`config.mk`:
```
export PLATFORM = sky130hd
export DESIGN_NAME = axi4lite_cmd_master
export DESIGN_NICKNAME = d
export VERILOG_FILES = /design/src/rtl/axi4lite_cmd_master.sv
export SDC_FILE = /design/constraint.sdc
export NUM_CORES = 1
export LEC_CHECK = 0
export CELL_PAD_IN_SITES_DETAIL_PLACEMENT = 0
export CELL_PAD_IN_SITES_GLOBAL_PLACEMENT = 1
export CORE_ASPECT_RATIO = 1.4
export CORE_UTILIZATION = 28
export CTS_CLUSTER_DIAMETER = 80
export DETAILED_ROUTE_END_ITERATION = 7
export GPL_TIMING_DRIVEN = 0
export PLACE_DENSITY = 0.81
export SKIP_CTS_REPAIR_TIMING = 1
export SYNTH_ARGS = -nofsm -noshare
export SYNTH_HDL_FRONTEND = slang
export SYNTH_SLANG_ARGS = --single-unit
```
`constraint.sdc`:
```
create_clock -name clk -period 4.5 [get_ports clk]
set_clock_uncertainty 0.05 [all_clocks]
set_input_delay 0.675 -clock clk [delete_from_list [all_inputs] [get_ports clk]]
set_output_delay 0.675 -clock clk [all_outputs]
set_load 0.03 [all_outputs]
```
`src/rtl/axi4lite_cmd_master.sv`:
```
// Single-outstanding AXI4-Lite master: turns a valid/ready command stream into AXI4-Lite
// transactions and returns one response each. Define AXI4LITE_CMD_MASTER_RANGE_CHECK_EN to reject cmd_addr >= ADDR_LIMIT locally.
module axi4lite_cmd_master #(
   parameter int          AW         = 12,
   parameter int unsigned ADDR_LIMIT = 'h20
) (
   input  logic          clk,
   input  logic          reset_n,
   input  logic          cmd_valid,
   output logic          cmd_ready,
   input  logic          cmd_write,
   input  logic [AW-1:0] cmd_addr,
   input  logic [31:0]   cmd_wdata,
   input  logic [3:0]    cmd_wstrb,
   output logic          rsp_valid,
   input  logic          rsp_ready,
   output logic          rsp_write,
   output logic [31:0]   rsp_data,
   output logic [1:0]    rsp_resp,
   output logic [AW-1:0] m_awaddr,
   output logic          m_awvalid,
   input  logic          m_awready,
   output logic [31:0]   m_wdata,
   output logic [3:0]    m_wstrb,
   output logic          m_wvalid,
   input  logic          m_wready,
   input  logic [1:0]    m_bresp,
   input  logic          m_bvalid,
   output logic          m_bready,
   output logic [AW-1:0] m_araddr,
   output logic          m_arvalid,
   input  logic          m_arready,
   input  logic [31:0]   m_rdata,
   input  logic [1:0]    m_rresp,
   input  logic          m_rvalid,
   output logic          m_rready
);

   typedef enum logic [2:0] {
      IDLE, WADDR_DATA, WRESP, RADDR, RDATA, RESP
   } state_t;

   state_t        state_q, state_d;
   logic          cmd_ready_q, cmd_ready_d;
   logic          awvalid_q, awvalid_d;
   logic          wvalid_q, wvalid_d;
   logic          arvalid_q, arvalid_d;
   logic          bready_q, bready_d;
   logic          rready_q, rready_d;
   logic          aw_done_q, aw_done_d;
   logic          w_done_q, w_done_d;
   logic          rsp_valid_q, rsp_valid_d;
   logic          rsp_write_q, rsp_write_d;
   logic [31:0]   rsp_data_q, rsp_data_d;
   logic [1:0]    rsp_resp_q, rsp_resp_d;
   logic [AW-1:0] addr_q, addr_d;
   logic [31:0]   wdata_q, wdata_d;
   logic [3:0]    wstrb_q, wstrb_d;

   logic          aw_hs, w_hs, addr_illegal;
   logic          unused_bits;

   assign aw_hs = awvalid_q & m_awready;
   assign w_hs  = wvalid_q & m_wready;

`ifdef AXI4LITE_CMD_MASTER_RANGE_CHECK_EN
   assign addr_illegal = (32'(cmd_addr) >= ADDR_LIMIT);
`else
   assign addr_illegal = 1'b0;
`endif

   // Byte-lane bits of the address never reach the bus; the limit is dead in the default build.
   assign unused_bits = ^{cmd_addr[1:0], ADDR_LIMIT};

   always_comb begin
      state_d     = state_q;
      cmd_ready_d = cmd_ready_q;
      awvalid_d   = awvalid_q;
      wvalid_d    = wvalid_q;
      arvalid_d   = arvalid_q;
      bready_d    = bready_q;
      rready_d    = rready_q;
      aw_done_d   = aw_done_q;
      w_done_d    = w_done_q;
      rsp_valid_d = rsp_valid_q;
      rsp_write_d = rsp_write_q;
      rsp_data_d  = rsp_data_q;
      rsp_resp_d  = rsp_resp_q;
      addr_d      = addr_q;
      wdata_d     = wdata_q;
      wstrb_d     = wstrb_q;

      case (state_q)
         IDLE: begin
            cmd_ready_d = 1'b1;
            if (cmd_valid && cmd_ready_q) begin
               cmd_ready_d = 1'b0;
               addr_d      = {cmd_addr[AW-1:2], 2'b00};
               wdata_d     = cmd_wdata;
               wstrb_d     = cmd_wstrb;
               rsp_write_d = cmd_write;
               if (addr_illegal) begin
                  rsp_valid_d = 1'b1;
                  rsp_resp_d  = 2'b11;
                  rsp_data_d  = '0;
                  state_d     = RESP;
               end else if (cmd_write) begin
                  awvalid_d = 1'b1;
                  wvalid_d  = 1'b1;
                  aw_done_d = 1'b0;
                  w_done_d  = 1'b0;
                  state_d   = WADDR_DATA;
               end else begin
                  arvalid_d = 1'b1;
                  state_d   = RADDR;
               end
            end
         end
         // AW and W complete independently; move on once both have handshaken.
         WADDR_DATA: begin
            if (aw_hs) begin
               awvalid_d = 1'b0;
               aw_done_d = 1'b1;
            end
            if (w_hs) begin
               wvalid_d = 1'b0;
               w_done_d = 1'b1;
            end
            if ((aw_done_q || aw_hs) && (w_done_q || w_hs)) begin
               bready_d = 1'b1;
               state_d  = WRESP;
            end
         end
         WRESP: begin
            if (m_bvalid && bready_q) begin
               bready_d    = 1'b0;
               rsp_resp_d  = m_bresp;
               rsp_data_d  = '0;
               rsp_valid_d = 1'b1;
               state_d     = RESP;
            end
         end
         RADDR: begin
            if (arvalid_q && m_arready) begin
               arvalid_d = 1'b0;
               rready_d  = 1'b1;
               state_d   = RDATA;
            end
         end
         RDATA: begin
            if (m_rvalid && rready_q) begin
               rready_d    = 1'b0;
               rsp_data_d  = m_rdata;
               rsp_resp_d  = m_rresp;
               rsp_valid_d = 1'b1;
               state_d     = RESP;
            end
         end
         RESP: begin
            if (rsp_valid_q && rsp_ready) begin
               rsp_valid_d = 1'b0;
               cmd_ready_d = 1'b1;
               state_d     = IDLE;
            end
         end
         default: state_d = IDLE;
      endcase
   end

   always_ff @(posedge clk) begin
      if (!reset_n) begin
         state_q     <= IDLE;
         cmd_ready_q <= 1'b0;
         awvalid_q   <= 1'b0;
         wvalid_q    <= 1'b0;
         arvalid_q   <= 1'b0;
         bready_q    <= 1'b0;
         rready_q    <= 1'b0;
         aw_done_q   <= 1'b0;
         w_done_q    <= 1'b0;
         rsp_valid_q <= 1'b0;
         rsp_write_q <= 1'b0;
         rsp_data_q  <= '0;
         rsp_resp_q  <= '0;
      end else begin
         state_q     <= state_d;
         cmd_ready_q <= cmd_ready_d;
         awvalid_q   <= awvalid_d;
         wvalid_q    <= wvalid_d;
         arvalid_q   <= arvalid_d;
         bready_q    <= bready_d;
         rready_q    <= rready_d;
         aw_done_q   <= aw_done_d;
         w_done_q    <= w_done_d;
         rsp_valid_q <= rsp_valid_d;
         rsp_write_q <= rsp_write_d;
         rsp_data_q  <= rsp_data_d;
         rsp_resp_q  <= rsp_resp_d;
      end
   end

   // Command payload is only meaningful while a valid qualifies it, so it carries no reset.
   always_ff @(posedge clk) begin
      addr_q  <= addr_d;
      wdata_q <= wdata_d;
      wstrb_q <= wstrb_d;
   end

   assign cmd_ready = cmd_ready_q;
   assign rsp_valid = rsp_valid_q;
   assign rsp_write = rsp_write_q;
   assign rsp_data  = rsp_data_q;
   assign rsp_resp  = rsp_resp_q;
   assign m_awaddr  = addr_q;
   assign m_awvalid = awvalid_q;
   assign m_wdata   = wdata_q;
   assign m_wstrb   = wstrb_q;
   assign m_wvalid  = wvalid_q;
   assign m_bready  = bready_q;
   assign m_araddr  = addr_q;
   assign m_arvalid = arvalid_q;
   assign m_rready  = rready_q;

endmodule

```
==> Word level (Yosys, flattened, before mapping) <==
Cells that the tools add are included.
W data, S select, Z words.
{ "totals": {"ff_bits": 93, "input_bits": 94, "out_inout_bits": 102} }
{ "classes": {"eq_ne": 15, "mux": 43, "n_bitwise": 2, "reduce_logical": 26} }
{ "op_table": {"columns": ["cell", "n"], "rows": [
  ["$mux W32", 2],
  ["$pmux W32 S2", 1],
  ["$mux W1", 20],
  ["$ne A2 B2 Y1 const B", 10],
  ["$mux W3", 6],
  ["$pmux W3 S6", 1],
  ["$pmux W1 S2", 8],
  ["$reduce_and A4 Y1", 4],
  ["$reduce_bool A2 Y1", 6],
  ["$reduce_and A3 Y1", 3],
  ["$eq A3 B2 Y1 const B", 2],
  ["$eq A3 B3 Y1 const B", 2],
  ["$logic_and A1 B1 Y1", 6],
  ["$mux W2", 3],
  ["$reduce_and A6 Y1", 1],
  ["$pmux W2 S2", 1],
  ["$reduce_and A2 Y1", 2],
  ["$eq A3 B1 Y1 const B", 1],
  ["$logic_not A3 Y1", 1],
  ["$pmux W1 S3", 1],
  ["$reduce_bool A3 Y1", 1],
  ["$and A1 B1 Y1", 2],
  ["$logic_or A1 B1 Y1", 2]
]} }

==> Longest topological paths before layout <==
Gate-level depths: netlist of run 1.
{ "logic_depth": {"depth_word": 5, "depth_mapped": 7, "depth_no_buf": 4} }

==> Worst setup path before layout of run 1 <==
Ideal clock, no wire load.
{ "synth_path": {"path_kind": "register to register", "start": "reg state_q[2]", "end": "reg rsp_write_q (netlist: rsp_write)", "arrival_time_ns": 3.069, "t_required_ns": 4.322, "setup_slack_ns": 1.253, "path_stages_with_launch": 6, "n_path_buf": 1, "synth_period_minus_slack_ns": 3.247, "cell_sequence": "dfxtp_1 > buf_4 > or2_2 > nor3_2 > mux2i_1 > nor2_1"} }
{ "synth_between": {"elab_chain_len": 2} }
{ "synth_lines": {"columns": ["item", "line_no", "text"], "rows": [
  ["from (decl)", "43", "state_t state_q, state_d;"],
  ["from (signal assigned)", "186", "state_q <= state_d;"],
  ["$logic_not A3 Y1", "93", "case (state_q)"],
  ["$reduce_and A2 Y1 (no source line)", null, null],
  ["to (signal assigned)", "196", "rsp_write_q <= rsp_write_d;"],
  ["to (decl)", "53", "logic rsp_write_q, rsp_write_d;"]
]} }
No other way between the ends.
A chain may end at the register's enable or synchronous reset.

==> Worst setup path in the final report of run 1 <==
{ "layout_path": {"start": "reg rready_q (netlist: m_rready)", "end": "out m_rready"} }
{ "layout_lines": {"columns": ["item", "line_no", "text"], "rows": [
  ["from (decl)", "49", "logic rready_q, rready_d;"],
  ["from (signal assigned)", "192", "rready_q <= rready_d;"],
  ["to (decl)", "36", "output logic m_rready"]
]} }
No word-level cell between the ends.

==> results of run 1 <==
[routing by layer]
metal	routed length (microns)	GRT usage, %	up-vias
li1	-	-	1406
met1	3590	15.5	1336
met2	5240	28.7	152
met3	1010	4.79	14
met4	207	6.22	0
met5	0	0	-
[worst register-to-register path: cells and delay by family, from the launching register on]
kind,cells,cell delay (ps)
flip-flops,1,330
AND/OR/NAND/NOR,2,780
buffers and inverters,3,620
[worst paths after layout]
kind	from	to	cells after the start
setup / recovery	m_rready	m_rready	1
hold / removal	m_bready	m_bready	2
setup reg to reg	state_q[2]	m_wstrb[0]	5
hold reg to reg	m_bready	m_bready	2
[cells by family (layout without fill, tap and decap cells)]
group | after synthesis | in the layout
AO/OA/AOI/OAI | 71 | 71
buffers and inverters | 37 | 244
flip-flops | 93 | 93
multiplexers | 5 | 5
other | 1 | 4
AND/OR/NAND/NOR | 72 | 72
[report_power, final]
part           switching, uW  internal (uW)  total [uW]
clock                    348            390         738
sequential              48.2           1010        1060
combinational            487            393         879
total                    883           1800        2680
[sequential cells by signal, summed over array words and instances (netlist names)]
name,flops
m_wdata,32
rsp_data,32
m_araddr,10
m_wstrb,4
state_q,3
rsp_resp,2
aw_done_q,1
cmd_ready,1
m_arvalid,1
m_awvalid,1
m_bready,1
m_rready,1
m_wvalid,1
rsp_valid,1
rsp_write,1
w_done_q,1
[layout by cell type, fill, tap and decap left out, types with 2 or more instances in the layout]
cell and count:
or2_2 2, clkbuf_1 4, inv_8 2, a31oi_1 2, clkdlybuf4s50_1 189, buf_6 5
clkbuf_16 9, buf_4 15, a21oi_1 14, buf_2 5, dfxtp_1 47, o21ai_0 5
conb_1 4, mux2_2 2, mux2i_1 3, o21a_1 4, clkinvlp_4 2, nand2b_1 3
a21o_1 2, nor2b_1 4, nor2_1 39, nor3_1 3, nand2_1 14, edfxtp_1 46
a311oi_1 2, inv_1 6, a22oi_1 34
[layout make-up]
cell class | instances | area (sq um) | share of cell area [%]
plain buffers | 30 | 213 | 3.62
clock buffers | 9 | 225 | 3.84
clock inverters | 7 | 68.8 | 1.17
inverters | 7 | 26.3 | 0.447
multi-input cells | 152 | 898 | 15.3
flip-flops and latches | 93 | 2320 | 39.5
well taps | 147 | 184 | 3.13
repair buffers | 191 | 1930 | 32.9
[per-stage QoR]
stage / power [uW] / area [sq um] / util, % / instances / hold slack, ps
floorplan: 1590 / 3450 / - / 282 / 445
global placement: 1930 / 5530 / 46.5 / 618 / 426
detailed placement: 1970 / 5580 / 47.0 / 620 / 420
CTS: 2710 / 5870 / 49.4 / 636 / 433
global route: 2810 / 5870 / 49.4 / 636 / 477
finish: 2680 / 5870 / 49.4 / 636 / 432
[synth_stat cells, types with 2 or more instances]
master and count:
a21o_1 2, buf_2 5, nand2b_1 3, dfxtp_1 47
a311oi_1 2, nor2b_1 4, edfxtp_1 46, inv_1 6
o21ai_0 5, nor3_1 3, buf_6 5, nor3_2 2
nand2_1 14, a22oi_1 34, mux2i_1 3, buf_4 15
mux2_2 2, or2_2 2, clkbuf_1 4, nor2_1 39
a21oi_1 14, a31oi_1 2, o21a_1 4
==> metrics, run 1 <==
Reg2Reg Setup Slack=between 2000 and 2500 ps; post-layout net count=578; VDD IR-drop max=~0.23 mV; Leakage=0.00210 uW; Final Hold Vio Count=0; Setup CP Type=reg2out; final worst slack=roughly 2300 ps; Most used DFF post-synth=dfxtp_1; dpl ws=just under 2000 ps; Chip Width=between 90 and 100 microns; Synth Area in Simple Gates=about a tenth; CTS Buffer Depth=2; Slew Viols, Final=0; Final GP Congestion=slightly above 0.8; DRT antenna net count=0; GR Overflow Total=0; CTS buffer count=9; synth warn=0; initial antenna violation count=0; largest net degree at the start of global routing=24; final-layout fill cell count=about 1,100; Unique masters post-synth=39; Layout area overhead=70.6%; vias in the first global route=around 2,800; sequential share of the synthesized area=between 60% and 70%; mux cell area share after synthesis=1.53%; XOR/XNOR share of the synthesized area=0%; vias per cell=between 4 and 5; core area=between 10,000 and 15,000 sq um; CTS root buf=clkbuf_16; Top delay family on crit path=buffers and inverters; average size of a mapped cell=12.3 sq um; synthesized cell area=roughly 3400 sq um; Worst Setup Start Kind=register; crit path DAT=approximately 1500 ps; main combinational cell family by area after synthesis=compound AO/OA/AOI/OAI gates; CTS clk-pin slew, worst paths=70 ps; htree depth=3; Synth Area in Compound Gates=14.4%; crit path buf inv count=1; initial core utilization=between 20% and 30%; PortBufs=approximately 190; initial drt markers=around 110; via count=between 2,000 and 3,000; Setup TNS Final=0 ps; Top-Level Pins=196; crit path max fanout=6; Fmax achieved=between 0.4 and 0.5 GHz; Post-synth EDFFs=46; RSZ-0062 raised after global routing=false; Final setup viols=0; antenna diode count=0; worst stage delay on the critical path=roughly 700 ps; ys async rst share=0%; Worst-Margin Slew=~640 ps; residual DRC count=0; slowest CP cell=clkdlybuf4s50_1; synthesis-stage register bit count=93; pwr dens=~460 nW/um^2; Die H=roughly 130 microns; post-synth top area cell=edfxtp_1; CTS tree=done; drt pass-1 iters=4; # rows=47; DPL Wire Length=approximately 7800 microns; worst path cell trace=clkdlybuf4s50_1; Worst Hold Class=reg2reg; share of cells above drive strength 1=about a tenth; min cycle time layout=around 2200 ps; critical path endpoint category=output pin; dominant cells by area after synthesis=edfxtp_1 40%, dfxtp_1 27%, a22oi_1 7.4%; average routed wire per standard cell=~16 microns; Adder-Cell Fraction of Synth Area=0%; clk sinks=93; Die ar.=12,700 sq um; Synth top area share=approximately 40%; status=finished clean; Final Cycle Share=between 40% and 50%; first-pass GRT wire length=roughly 15,000 microns; Worst Path Required=3770 ps; Mapped Cells=around 280; max-cap violations=0; headroom to the max-slew limit=a little under three fifths; Tot GR Track Use=between 10% and 20%; Clk Latency, worst-skew pair=~330 ps; Routed WL=between 10,000 and 15,000 microns
Power figures use the tool's default switching activity.
==> run 2, diff against run 1 <==
==> constraint.sdc (replaced) <==
create_clock -name clk -period 2.3 [get_ports clk]
set_clock_uncertainty 0.05 [all_clocks]
set_input_delay 0.345 -clock clk [delete_from_list [all_inputs] [get_ports clk]]
set_output_delay 0.345 -clock clk [all_outputs]
set_load 0.03 [all_outputs]
==> run 2 against run 1 <==
  * Global-route usage grew 0.24 points
  * Largest power group unchanged
  * Clock power rose by 100%
  * Core utilization increased by 0.15 points
  * Critical endpoint unchanged
==> metrics, run 2 (synthesis results as in run 1) <==
status=finished clean; worst stage delay on the critical path=between 700 and 800 ps; Setup CP Type=reg2out; initial core utilization=29.0%; GR Overflow Total=0; post-layout net count=slightly below 600; htree depth=3; Chip Width=~96 microns; average routed wire per standard cell=15.7 microns; initial antenna violation count=0; largest net degree at the start of global routing=25; Reg2Reg Setup Slack=~420 ps; Layout area overhead=71.1%; core area=about 12,000 sq um; first-pass GRT wire length=14,900 microns; Worst-Margin Slew=587 ps; crit path to=m_rready; CP startpoint=m_rready; share of cells above drive strength 1=approximately 11%; DRT antenna net count=0; clk sinks=93; drt pass-1 iters=4; reg2reg end=m_wdata[13]; CTS Buffer Depth=2; Worst Hold Class=reg2reg; FF-to-FF Start=state_q[1]; Top delay family on crit path=buffers and inverters; Worst Path Required=1900 ps; most frequent cells in the layout=189 x clkdlybuf4s50_1, 46 x edfxtp_1, 44 x dfxtp_1; VDD IR-drop max=between 0.4 and 0.5 mV; RSZ-0062 raised after global routing=false; antenna diode count=0; Worst Setup Start Kind=register; crit path buf inv count=1; Leakage=approximately 0.0021 uW; worst path cell trace=clkdlybuf4s50_1; Final setup viols=0; # rows=47; final-layout fill cell count=about 1,100; Worst R2R Path Depth=5; Die H=around 130 microns; residual DRC count=0; Die ar.=about 13,000 sq um; Final Cycle Share=between 80% and 90%; initial drt markers=between 70 and 80; commonest non-fill, non-tap cell in the layout=clkdlybuf4s50_1; max-cap violations=0; CTS clk-pin slew, worst paths=roughly 70 ps; Fmax achieved=between 0.5 and 0.6 GHz; Final Hold Vio Count=0; critical path endpoint category=output pin; DPL Wire Length=roughly 7700 microns; CTS root buf=clkbuf_16; PortBufs=between 150 and 200; CTS tree=done; pwr dens=around 900 nW/um^2; vias in the first global route=2,740; crit path DAT=approximately 1500 ps; Worst path depth=1; Tot GR Track Use=between 15 and 20%; Slew Viols, Final=0; min cycle time layout=approximately 1900 ps; headroom to the max-slew limit=about 60%; slowest CP cell=clkdlybuf4s50_1; vias per cell=roughly 4.6; Hold Worst Slack=~440 ps; CTS buffer count=9; via count=2,912; total power draw=roughly 5300 uW; Clk Latency, worst-skew pair=approximately 340 ps; Top-Level Pins=just under 200; Routed WL=about 10000 microns; Final GP Congestion=~0.74; crit path max fanout=6
## run 2: cell count changes in the layout (fill, tap and decap cells not counted), sizes merged
| cell | delta |
|---|---|
| clkinvlp | -2 |
| clkbuf | +1 |
| clkinv | +1 |
## run 2: routing by layer
metal / vias up / global-route usage, % / routed length, microns
met5: - / 0 / 0
met4: 0 / 6.22 / 158
met3: 11 / 6.16 / 1120
met2: 142 / 26.9 / 5010
met1: 1352 / 17.1 / 3690
li1: 1407 / - / -
## run 2: layout make-up
cell class	instances	area [sq um]	share of cell area, %
Sequential cell	93	2330	39.5
Timing Repair Buffer	191	1930	32.8
Multi-Input combinational cell	152	901	15.3
Clock buffer	10	239	4.06
Buffer	30	216	3.68
Tap cell	147	184	3.12
Clock inverter	6	62.6	1.06
Inverter	7	26.3	0.446
## run 2: power by group
group	total (uW)	switching (uW)	internal [uW]	leakage, uW
logic	1720	941	776	0.00116
clock network	1490	689	798	0.000151
registers	2090	100	1990	0.000802
total	5290	1730	3560	0.00211
## run 2: metrics by stage
step | cell area [sq um] | utilization [%] | std cells | TNS, ps | worst slack (ps)
floorplan | 3470 | - | 282 | -1110 | -63.5
global placement | 5550 | 46.7 | 618 | -37310 | -811
detailed placement | 5590 | 47.0 | 620 | 0 | 90.3
CTS | 5890 | 49.6 | 636 | 0 | 379
global route | 5890 | 49.6 | 636 | 0 | 312
finish | 5890 | 49.6 | 636 | 0 | 397
## run 2: worst min path at each step
| stage | start | to | slack, ps | cells after the start |
|---|---|---|---|---|
| final | m_bready | m_bready | 440 | 2 |
| after detailed placement | m_bready | m_bready | 430 | 2 |
| after floorplan | cmd_addr[10] | m_araddr[10] | 390 | 0 |
| after CTS | m_bready | m_bready | 440 | 2 |
| after global routing | m_bready | m_bready | 470 | 2 |
| after global placement | m_bready | m_bready | 430 | 2 |
==> run 3, diff against run 2 <==
==> constraint.sdc (replaced) <==
create_clock -name clk -period 2 [get_ports clk]
set_clock_uncertainty 0.05 [all_clocks]
set_input_delay 0.3 -clock clk [delete_from_list [all_inputs] [get_ports clk]]
set_output_delay 0.3 -clock clk [all_outputs]
set_load 0.03 [all_outputs]
==> run 3 against run 2 <==
  * First-iteration DRC count grew 23%
  * Largest power group unchanged
  * Clock power increased by 17%
  * Sequential cell count stayed put
  * Critical endpoint unchanged
  * Power rose by 16%
  * Core utilization up 0.35 points
  * Combinational power increased by 17%
  * Design area up 0.70%
==> metrics, run 3 (synthesis results as in run 1) <==
via count=between 2,000 and 3,000; crit path buf inv count=1; Leakage=approximately 0.0021 uW; crit path to=m_rready; max-cap violations=0; Layout Cells excl Fill=640; htree depth=3; first-pass GRT wire length=15,100 microns; Top-Level Pins=196; Clk Latency, worst-skew pair=350 ps; min cycle time layout=~1900 ps; CTS root buf=clkbuf_16; average routed wire per standard cell=approximately 16 microns; FF-to-FF Start=state_q[1]; core area=between 10,000 and 15,000 sq um; Final Hold Vio Count=0; Worst Setup Start Kind=register; reg2reg end=m_wdata[20]; critical path endpoint category=output pin; Layout area overhead=72.3%; Tot GR Track Use=about 16%; CP startpoint=m_rready; crit path max fanout=6; largest net degree at the start of global routing=24; placed cell count=620; antenna diode count=0; headroom to the max-slew limit=about three fifths; residual DRC count=0; Final Cycle Share=between 90 and 100%; RSZ-0062 raised after global routing=false; initial drt markers=between 90 and 100; VDD IR-drop max=0.580 mV; DRT antenna net count=0; share of cells above drive strength 1=a little under an eighth; vias per cell=around 4.6; Top delay family on crit path=buffers and inverters; CTS buffer count=9; Worst-Margin Slew=between 500 and 600 ps; Fmax achieved=0.536 GHz; crit path DAT=around 1500 ps; initial core utilization=between 20% and 30%; Slew Viols, Final=0; initial antenna violation count=1; Chip Width=about 96 microns; GR Overflow Total=0; most frequent cells in the layout=189 x clkdlybuf4s50_1, 46 x edfxtp_1, 44 x dfxtp_1; post-layout net count=between 500 and 600; status=finished clean; Die ar.=between 10,000 and 15,000 sq um; pwr dens=~1000 nW/um^2; Worst Hold Class=reg2reg; CTS clk-pin slew, worst paths=approximately 70 ps; Final setup viols=0; Setup CP Type=reg2out; # rows=47; DPL Wire Length=7810 microns; worst stage delay on the critical path=approximately 720 ps; worst path cell trace=clkdlybuf4s50_1; Worst R2R Path Depth=6; commonest non-fill, non-tap cell in the layout=clkdlybuf4s50_1; PortBufs=approximately 190; clk sinks=a little over 90; CTS tree=done; vias in the first global route=2,861; Worst path depth=1; drt pass-1 iters=4; Routed WL=roughly 10,000 microns; Die H=~130 microns; Worst Path Required=around 1700 ps; slowest CP cell=clkdlybuf4s50_1; total power draw=6160 uW; Final GP Congestion=0.763; Reg2Reg Setup Slack=between 100 and 150 ps; CTS Buffer Depth=2
run 3: changes by cell type in the layout (fill, tap and decap cells not counted), sizes merged:
cell      before  now
buf           28   32
clkinvlp       0    2
clkinv         3    2
inv           10    9
run 3: per-stage QoR:
stage / TNS, ps / instance area (sq um) / hold WS, ps / util (%) / worst slack, ps
final: 0 / 5930 / 445 / 49.9 / 133
after global routing: 0 / 5930 / 438 / 49.9 / 72.0
after CTS: -1790 / 5890 / 441 / 49.6 / -85.5
after detailed placement: -8710 / 5580 / 434 / 46.9 / -319
after global placement: -49040 / 5550 / 433 / 46.7 / -1050
after floorplan: -15610 / 3470 / 349 / - / -363
run 3: final cells by class:
class / instances / area (sq um)
Buffer: 30 / 216
Clock buffer: 10 / 250
Tap cell: 147 / 184
Timing Repair Buffer: 195 / 1960
Clock inverter: 6 / 62.6
Inverter: 7 / 26.3
Sequential cell: 93 / 2330
Fill cell: 1058 / 5950
Multi-Input combinational cell: 152 / 901
run 3: how the worst min path moves through the flow:
stage | startpoint | to | slack, ps | cells after the start
floorplan | cmd_addr[10] | m_araddr[10] | 350 | 0
global placement | m_bready | m_bready | 430 | 2
detailed placement | m_bready | m_bready | 430 | 2
CTS | cmd_addr[5] | m_araddr[5] | 440 | 1
global route | cmd_wdata[21] | m_wdata[21] | 440 | 1
finish | m_bready | m_bready | 440 | 2
run 3: metal layers:
layer	global-route usage (%)	up-vias	part of all wire (%)
li1	-	1412	-
met4	6.63	2	2.0
met3	5.54	17	11
met5	0	-	0.11
met1	17.1	1383	37
met2	27.4	143	50
run 3: worst register-to-register path, stage by stage, from the launching register on:
cell and delay (ps):
dfxtp_2 340, buf_6 130, or2_4 260, nor3_4 230, buf_12 160, buf_8 170, buf_8 220
run 3: power breakdown:
group,switching [uW],internal [uW],total (uW)
Combinational,1090,915,2010
Clock,803,952,1750
Sequential,113,2290,2400
Total,2010,4150,6160
